$ cat src/rtl/shift_sequencer.sv
`default_nettype none
// ============================================================================
//  Module      : shift_sequencer
//  Description : Multi-cycle barrel-free shifter. A job loads an operand and
//                performs up to WIDTH single-bit shifts, one per clock. The
//                shift is left or right, and each step either fills with zero
//                or rotates. The result is flagged by a one-cycle done pulse.
//  Revision    : 1.0 - initial release
// ============================================================================
module shift_sequencer #(
    parameter int WIDTH = 5,
    parameter int CW    = 3
) (
    input  logic             clk,
    input  logic             rst_n,
    input  logic             start,
    input  logic             dir,
    input  logic             rotate,
    input  logic [CW-1:0]    count,
    input  logic [WIDTH-1:0] A,
    output logic [WIDTH-1:0] Q,
    output logic             busy,
    output logic             done,
    output logic [CW-1:0]    remaining
);

    localparam logic [1:0] c_IDLE  = 2'd0;
    localparam logic [1:0] c_SHIFT = 2'd1;
    localparam logic [1:0] c_DONE  = 2'd2;

    // WIDTH expressed in the count width. It is only selected when count
    // exceeds WIDTH, which implies that WIDTH fits in CW bits.
    localparam logic [CW-1:0] c_WIDTH_CW = CW'(WIDTH);

    logic [1:0]       r_state;
    logic [WIDTH-1:0] r_q;
    logic             r_dir;
    logic             r_rot;
    logic [CW-1:0]    r_rem;

    logic [CW-1:0]    w_clamp;
    logic [WIDTH-1:0] w_shifted;
    logic             w_fill;

    // Requested count, saturated to the operand width.
    assign w_clamp = (32'(count) > 32'(WIDTH)) ? c_WIDTH_CW : count;

    // Apply one single-bit step using the direction and mode latched at accept.
    always_comb begin
        w_fill    = 1'b0;
        w_shifted = r_q;
        if (r_dir) begin
            w_fill    = r_rot ? r_q[WIDTH-1] : 1'b0;
            w_shifted = {r_q[WIDTH-2:0], w_fill};
        end else begin
            w_fill    = r_rot ? r_q[0] : 1'b0;
            w_shifted = {w_fill, r_q[WIDTH-1:1]};
        end
    end

    // Control FSM and working register. Inputs are sampled only in IDLE, so a
    // job in flight cannot be disturbed.
    always_ff @(posedge clk) begin
        if (!rst_n) begin
            r_state <= c_IDLE;
            r_q     <= '0;
            r_dir   <= 1'b0;
            r_rot   <= 1'b0;
            r_rem   <= '0;
        end else begin
            case (r_state)
                c_IDLE: begin
                    if (start) begin
                        r_q     <= A;
                        r_dir   <= dir;
                        r_rot   <= rotate;
                        r_rem   <= w_clamp;
                        r_state <= (w_clamp != '0) ? c_SHIFT : c_DONE;
                    end
                end
                c_SHIFT: begin
                    r_q   <= w_shifted;
                    r_rem <= r_rem - CW'(1);
                    if (r_rem == CW'(1)) begin
                        r_state <= c_DONE;
                    end
                end
                c_DONE: begin
                    r_state <= c_IDLE;
                end
                default: begin
                    r_state <= c_IDLE;
                end
            endcase
        end
    end

    assign Q         = r_q;
    assign busy      = (r_state == c_SHIFT);
    assign done      = (r_state == c_DONE);
    assign remaining = r_rem;

endmodule
`default_nettype wire
$ cat config.mk
export PLATFORM = sky130hd
export DESIGN_NAME = shift_sequencer
export DESIGN_NICKNAME = d
export VERILOG_FILES = /design/src/rtl/shift_sequencer.sv
export SDC_FILE = /design/constraint.sdc
export NUM_CORES = 1
export LEC_CHECK = 0
export CORE_MARGIN = 1
export CORE_UTILIZATION = 45
export CTS_BUF_LIST = sky130_fd_sc_hd__clkbuf_8
export DETAILED_ROUTE_END_ITERATION = 10
export PLACE_DENSITY = 0.82
export SETUP_SLACK_MARGIN = 0.5
export SYNTH_ARGS = -nofsm -noshare
export SYNTH_HDL_FRONTEND = slang
export SYNTH_SLANG_ARGS = --single-unit
$ cat constraint.sdc
create_clock -name clk -period 1.4 [get_ports clk]
set_clock_uncertainty 0.05 [all_clocks]
set_input_delay 0.28 -clock clk [delete_from_list [all_inputs] [get_ports clk]]
set_output_delay 0.28 -clock clk [all_outputs]
set_load 0.02 [all_outputs]
# Yosys cells after proc, flatten, opt, wreduce, memory -nomap -nowiden
# Index checks and enable logic that the tools add are counted.
[totals]
ff_bits = 12
output_inout_bits = 10
word_cells = 30
input_bits = 13
[op_classes]
reduce_logical = 6
eq_ne = 5
order_cmp = 1
add_sub_neg = 1
n_mux = 12
[op_table]
columns = ["cell", "count"]
rows = [
  ["2-to-1 mux 5 bit", 2],
  ["one-hot mux 5 bit (2 select lines)", 1],
  ["2-to-1 mux 2 bit", 3],
  ["2-to-1 mux 3 bit", 2],
  ["one-hot mux 3 bit (2 select lines)", 1],
  ["AND reduction 2 bit", 3],
  ["one-hot mux 2 bit (2 select lines)", 1],
  ["== test 3 x 1 -> 1 bit (second input constant)", 1],
  ["> comparator 3 bit (second input constant)", 1],
  ["nonzero test 3 bit", 1],
  ["subtractor 3 x 1 -> 3 bit (second input constant)", 1],
  ["== test 2 x 1 -> 1 bit (second input constant)", 1],
  ["== test 2 bit (second input constant)", 1],
  ["logical NOT 2 bit", 1],
  ["2-to-1 mux 1 bit", 2],
  ["!= test 2 x 1 -> 1 bit (second input constant)", 1],
  ["!= test 2 bit (second input constant)", 1],
  ["nonzero test 2 bit", 1],
]

# Depth between registers and ports, before layout
# Gate-level depths: netlist (run 1).
[logic_depth]
ltp_word = 6
depth_mapped = 5
depth_no_buf = 5

# Worst setup path before layout (run 1)
# Ideal clock, no wire load.
[synth_timing]
path_type = "flip-flop to flip-flop"
startpoint = "register r_rem[0], in the netlist remaining[0]"
endpoint = "register r_rem[2], in the netlist remaining[2]"
required_time_ns = 1.229
n_path_buf = 0
t_arrival_ns = 1.150
synth_period_minus_slack_ns = 1.322
setup_slack_ns = 0.078
stages_incl_launch_ff = 6
cell_sequence = "dfxtp_1 inv_1 ha_1 and4bb_2 a21oi_1 o22ai_1"
[synth_between]
elab_chain_cells = 2
[synth_lines]
columns = ["element", "line", "text"]
rows = [
  ["start, declared", "39", "logic [CW-1:0] r_rem;"],
  ["start signal, assigned", "77", "r_rem <= w_clamp;"],
  ["start signal, assigned", "83", "r_rem <= r_rem - CW'(1);"],
  ["subtractor 3 x 1 -> 3 bit", "83", ""],
  ["one-hot mux 3 bit (2 select lines)", "71", "case (r_state)"],
]
# No other way between the ends.
# A chain may end at the register's enable or synchronous reset.

# Final worst setup path (run 1)
[layout_timing]
startpoint = "register r_state[0]"
endpoint = "register r_state[0]"
[layout_between]
elab_chain_cells = 3
[layout_lines]
columns = ["element", "line", "text"]
rows = [
  ["start, declared", "35", "logic [1:0] r_state;"],
  ["start signal, assigned", "65", "r_state <= c_IDLE;"],
  ["start signal, assigned", "78", "r_state <= (w_clamp != '0) ? c_SHIFT : c_DONE;"],
  ["start signal, assigned", "85", "r_state <= c_DONE;"],
  ["== test 2 x 1 -> 1 bit / logical NOT 2 bit (equally long branches)", "71", ""],
  ["!= test 2 x 1 -> 1 bit (no source line) / != test 2 bit (equally long branches)", "-", ""],
  ["AND reduction 2 bit (no source line)", "-", ""],
]
# Several ways; a longest one is shown, not always the timed one.

==> results.yml, run 1 <==
floorplan:
  dieArea_sq_um: 1620
  start_util_pct: 49.3
  core-area_sq_um: 1330
  rows: 13
  io_pins: 23
  die_y_microns: 40.2
  die_x_microns: 40.2
final_layout:
  regArea_sq_um: 267
  fin_util_pct: 92.4
  multi_input_area_sq_um: 479
  final_area_sq_um: 1230
  n_antenna_cell: 0
  final_nets: 134
  drive_gt1_share_pct: 56.8
  nFillCells: 43
  areaGrowthSynthToFinish_pct: 87.3
min_path:
  holdCritPathClass: "in -> reg"
sta:
  setup_viol: 0
  drv_slew: 0
  fin_crit_ns: 1.35
  rsz0062_at_grt: "yes"
  hold_viol: 0
  period_share_pct: 96.1
  tightestPinTransition_ns: 0.247
  max_freq_mhz: 743
  maxSlewHeadroom_pct: 83.5
  worst_hold_slack_ns: 0.473
detailed_routing:
  drtIter0Drc: 45
  wl_per_cell_microns: 21.7
  drc_errors: 0
  dr.pass1.iters: 4
  vias: 818
  antenna_left: 0
  vias_per_cell: 6.15
  wirelength_mm: 2.89
critical_path:
  required_ns: 1.53
  critical_path_class: "reg -> reg"
  max_stage_delay_ns: 0.42
  r2r_slack_ns: 0.05
  arrival_ns: 1.47
  worstSetupEndpointType: "flop"
  worst-path-max-fanout: 5
  cp_slowest_cell: "or3b_4"
  cp-start-kind: "flop"
  crit_chain: "buf_6 > or3b_4 > o22ai_2 > and2_1"
yosys:
  netlist_area_sq_um: 658
  synth.distinct_cells: 28
  syn-num-nets: 91
  ys_seq_area_share_pct: 36.5
  yosysWarnings: 0
  synthCells: 76
  syn_area_per_cell_sq_um: 8.66
  ys_ff_latch: 12
placement:
  placed_cell_area_sq_um: 1010
  gp_congestion: 0.755
  portBuffers: 22
  post-dp-hpwl_mm: 1.38
global_routing:
  grt_pass1_vias: 762
  grt_pass1_wl_mm: 3.71
  grt_max_degree: 9
  grt_antenna_before_repair: 0
  gr-total-overflow: 0
  grt_usage_pct: 36.0
clock_network:
  root_buffer: "clkbuf_8"
  clock-sinks: 12
  cts_made_buffers: 3
  clkLatencyLatePin_ns: 0.24
  clockBufferDepth: 2
  htree_num_levels: 1
  cts_tree: "yes"
  path_clk_slew_ns: 0.06
  postCtsHoldBufs: 0
run:
  maxCapViolations: 0
pwr:
  powerDensity_nw_per_um2: 1030
  ir_drop_mv: 0.710
  power_uw: 1260
  power_leakage_uw: 0.000525
outcome:
  status: "finished, final reports clean"
## flip-flops by register name, indices dropped and copies added (netlist names)
| name | flops |
|---|---|
| remaining | 3 |
| r_dir | 1 |
| Q | 5 |
| r_state | 2 |
| r_rot | 1 |
## routing by layer
layer  GRT usage, %  share of wire (%)  up-vias
li1               -                  -      361
met1           42.1                 38      386
met2           63.7                 50       59
met3           6.67                7.4       12
met4           15.0                4.0        0
met5              0                  0        -
## final cells by class
cell class | count | share of cell area, %
timing repair buffer | 42 | 33.0
tap | 15 | 1.52
sequential | 12 | 21.6
inverter | 3 | 1.32
clock inverter | 1 | 0.305
multi-input combinational | 57 | 38.9
clock buffer | 3 | 3.35
## placed cells by master, fill, tap and decap left out, types with 2 or more instances in the layout
cell type	Yosys	routed
buf_4	0	17
buf_6	0	11
a21oi_1	10	9
clkdlybuf4s50_1	0	9
dfxtp_2	0	6
nor2b_1	9	6
dfxtp_4	0	5
nand3b_1	3	3
nor2_1	3	3
mux2_2	3	3
clkbuf_8	0	3
inv_4	0	2
nor3b_1	2	2
nor2b_4	0	2
mux2i_1	2	2
nand2_1	2	2
o21ai_1	0	2
dlygate4sd2_1	0	2
## worst max-delay path, delay by kind of cell, from the launching register on
family                 cells  cell delay (ns)
buffers and inverters      1             0.13
flip-flops                 1             0.35
AND/OR/NAND/NOR            2             0.58
AO/OA/AOI/OAI              1             0.16
## power by group
group	total [uW]	switching, uW	internal [uW]
Clock	330	136	193
Sequential	432	47.7	385
Combinational	502	233	269
Total	1260	417	847
## path summary, 6_finish.rpt
kind              cells past startpoint           end  startpoint
setup reg to reg                      4    r_state[0]  r_state[0]
hold reg to reg                       2          Q[1]        Q[1]
setup / recovery                      4    r_state[0]  r_state[0]
hold / removal                        4  remaining[1]    count[1]
## logic make-up after synthesis
logic type	share of synthesized area, %
and+or+nand+nor	24.0
muxes	8.17
adders and majority gates	3.80
buffers and inverters	5.13
AOI/OAI and AO/OA	22.4
DFF	36.5
## metrics by stage
step / setup slack (ns) / setup TNS (ns) / cells
after floorplan: 0.242 / 0 / 76
after global placement: -0.262 / -1.45 / 120
after detailed placement: -0.313 / -1.76 / 120
after CTS: 0.112 / 0 / 132
after global routing: 0.0161 / 0 / 133
final: 0.0543 / 0 / 133
## repair_timing
item / in CTS / in global routing
setup endpoints to repair: 22 / 22
gates cloned: 1 / 0
pin swaps: 4 / 2
gates resized for setup: 75 / 15
buffers inserted: 7 / 1
## cell usage after synthesis, drive strengths merged
cell type	instances	area [sq um]
dfxtp	12	240
mux2	3	33.8
a31oi	1	6.26
a21oi	10	50.1
inv	3	11.3
nand3b	3	22.5
ha	2	25.0
nand2b	2	12.5
nor3b	2	15.0
o221ai	1	8.76
nor2b	9	56.3
a311oi	1	8.76
o31a	1	8.76
o21ba	1	10.0
nor2	3	11.3
a22oi	1	7.51
o22ai	2	12.5
nand2	2	7.51
and2	1	6.26
o21a	1	7.51
or3b	1	8.76
buf	3	15.0
o31ai	1	7.51
mux2i	2	20.0
nor3	1	5.00
o21ai	4	20.0
and4bb	1	12.5
clkbuf	2	7.51
No activity file was read; power rests on OpenSTA's default activity.
==> inputs of run 2 (changes only) <==
GPL_TIMING_DRIVEN = 1   (was unset)
RECOVER_POWER = 100   (was unset)
SLEW_MARGIN = 10   (was unset)
==> run 2 against run 1 <==
Maximum frequency about the same. First-iteration DRC count down 16%. Sequential share of layout area shrank 1.0 points. Cell area down 1.3%. Die area unchanged. Core utilization is 1.2 points lower. Flip-flop and latch count unchanged. Register-to-register slack about the same. Final cell count stayed put. Via count grew 1.6%. Non-clock buffer count unchanged. Routed wire length rose by 0.52%. Largest cell class unchanged. Largest power group unchanged.
==> results.yml, run 2 (synthesis gave the netlist of run 1 again) <==
outcome:
  status: "finished, final reports clean"
run:
  maxCapViolations: 0
sta:
  maxSlewHeadroom_pct: 83.8
  drv_slew: 0
  setup_viol: 0
  rsz0062_at_grt: "yes"
  hold_viol: 0
  period_share_pct: 96.2
  tightestPinTransition_ns: 0.242
  max_freq_mhz: 743
  tns_ns: 0
  fin_crit_ns: 1.35
final_layout:
  largest_reg_flops: 5
  layout_commonest_cell: "buf_4"
  nFillCells: 53
  areaGrowthSynthToFinish_pct: 84.8
  n_antenna_cell: 0
  final_cells: 133
  final_cell_mix: "17 x buf_4, 11 x buf_6, 9 x a21oi_1, 9 x clkdlybuf4s50_1, 8 x dfxtp_1"
  final_area_sq_um: 1220
  multi_input_area_sq_um: 479
  drive_gt1_share_pct: 50.8
  final_nets: 134
  regArea_sq_um: 250
critical_path:
  max_stage_delay_ns: 0.42
  worst-path-max-fanout: 5
  cp-start-kind: "flop"
  cp_slowest_cell: "or3b_4"
  critPathBufInv: 1
  required_ns: 1.53
  crit_family: "simple AND/OR/NAND/NOR gates"
  worstSetupEndpointType: "flop"
  critical_path_class: "reg -> reg"
  crit_chain: "buf_6 > or3b_4 > o22ai_2 > and2_1"
  arrival_ns: 1.48
detailed_routing:
  antenna_left: 0
  drc_errors: 0
  vias: 831
  vias_per_cell: 6.25
  dr.pass1.iters: 4
  wl_per_cell_microns: 21.8
  drtIter0Drc: 38
  wirelength_mm: 2.90
min_path:
  holdCritPathClass: "in -> reg"
global_routing:
  use_met2_pct: 63.7
  grt.busiest_layer: "met2"
  gr-usage-met1_pct: 42.1
  grt_pass1_wl_mm: 3.71
  gr-total-overflow: 0
  grt_max_degree: 9
  grt_antenna_before_repair: 0
  grt_util_met3_pct: 6.67
  grt_usage_pct: 36.0
  grt_pass1_vias: 762
placement:
  post-dp-hpwl_mm: 1.38
  gp_congestion: 0.755
  place_inst: 120
  portBuffers: 22
  placed_cell_area_sq_um: 1010
floorplan:
  rows: 13
  start_util_pct: 49.3
  io_pins: 23
  die_y_microns: 40.2
  die_x_microns: 40.2
  dieArea_sq_um: 1620
  core-area_sq_um: 1330
pwr:
  ir_drop_mv: 0.708
  powerDensity_nw_per_um2: 1030
  power_leakage_uw: 0.000521
clock_network:
  htree_num_levels: 1
  clockBufferDepth: 2
  root_buffer: "clkbuf_8"
  cts_tree: "yes"
  clock-sinks: 12
  path_clk_slew_ns: 0.06
  clkLatencyLatePin_ns: 0.24
  cts_made_buffers: 3
==> run 2: changes by cell type in the layout (fill, tap and decap cells not counted) <==
cell,delta
dfxtp_2,-4
dfxtp_4,-3
dfxtp_1,+7
==> run 2: what timing repair did <==
| action | 4_1_cts | 5_1_grt |
|---|---|---|
| hold buffers | 0 | 0 |
| buffers inserted | 7 | 1 |
| cloned | 1 | 0 |
| pin swaps | 4 | 2 |
| resized for setup | 75 | 15 |
| endpoints found under the setup margin | 22 | 22 |
==> run 2: power breakdown <==
group | switching [uW] | internal [uW] | total (uW)
clock network | 137 | 193 | 330
registers | 48.0 | 380 | 428
logic | 232 | 268 | 500
total | 418 | 841 | 1260
==> run 2: layout make-up <==
| class | instances | area share, % |
|---|---|---|
| clock buffer | 3 | 3.40 |
| timing repair buffer | 42 | 33.4 |
| multi-input combinational | 57 | 39.4 |
| sequential | 12 | 20.6 |
| tap | 15 | 1.54 |
| clock inverter | 1 | 0.309 |
| inverter | 3 | 1.34 |
==> run 2: through the flow <==
stage	power (uW)	hold WS (ns)	utilization (%)	setup WS [ns]
after global placement	782	0.441	76.0	-0.262
after floorplan	633	0.362	-	0.242
after CTS	1200	0.470	88.7	0.112
final	1260	0.482	91.2	0.0538
after detailed placement	796	0.455	76.0	-0.313
after global routing	1300	0.527	91.2	0.00776
==> run 2: final timing paths <==
check                 endpoint        from  depth (start not counted)  slack [ns]
setup / recovery    r_state[0]  r_state[0]                          4        0.05
hold / removal    remaining[1]    count[1]                          4        0.48
hold reg to reg           Q[4]       r_rot                          2        0.54
setup reg to reg    r_state[0]  r_state[0]                          4        0.05
==> run 2: worst register-to-register path: stages, from the launching register on <==
cell and delay [ns]:
dfxtp_2 0.35, buf_6 0.13, or3b_4 0.42, o22ai_2 0.16, and2_1 0.16
==> run 2: metal layers <==
metal  wire, microns  vias to the layer above
met5               0                        -
met4             121                        0
met3             186                       15
met2            1470                       53
met1            1130                      400
li1                -                      363
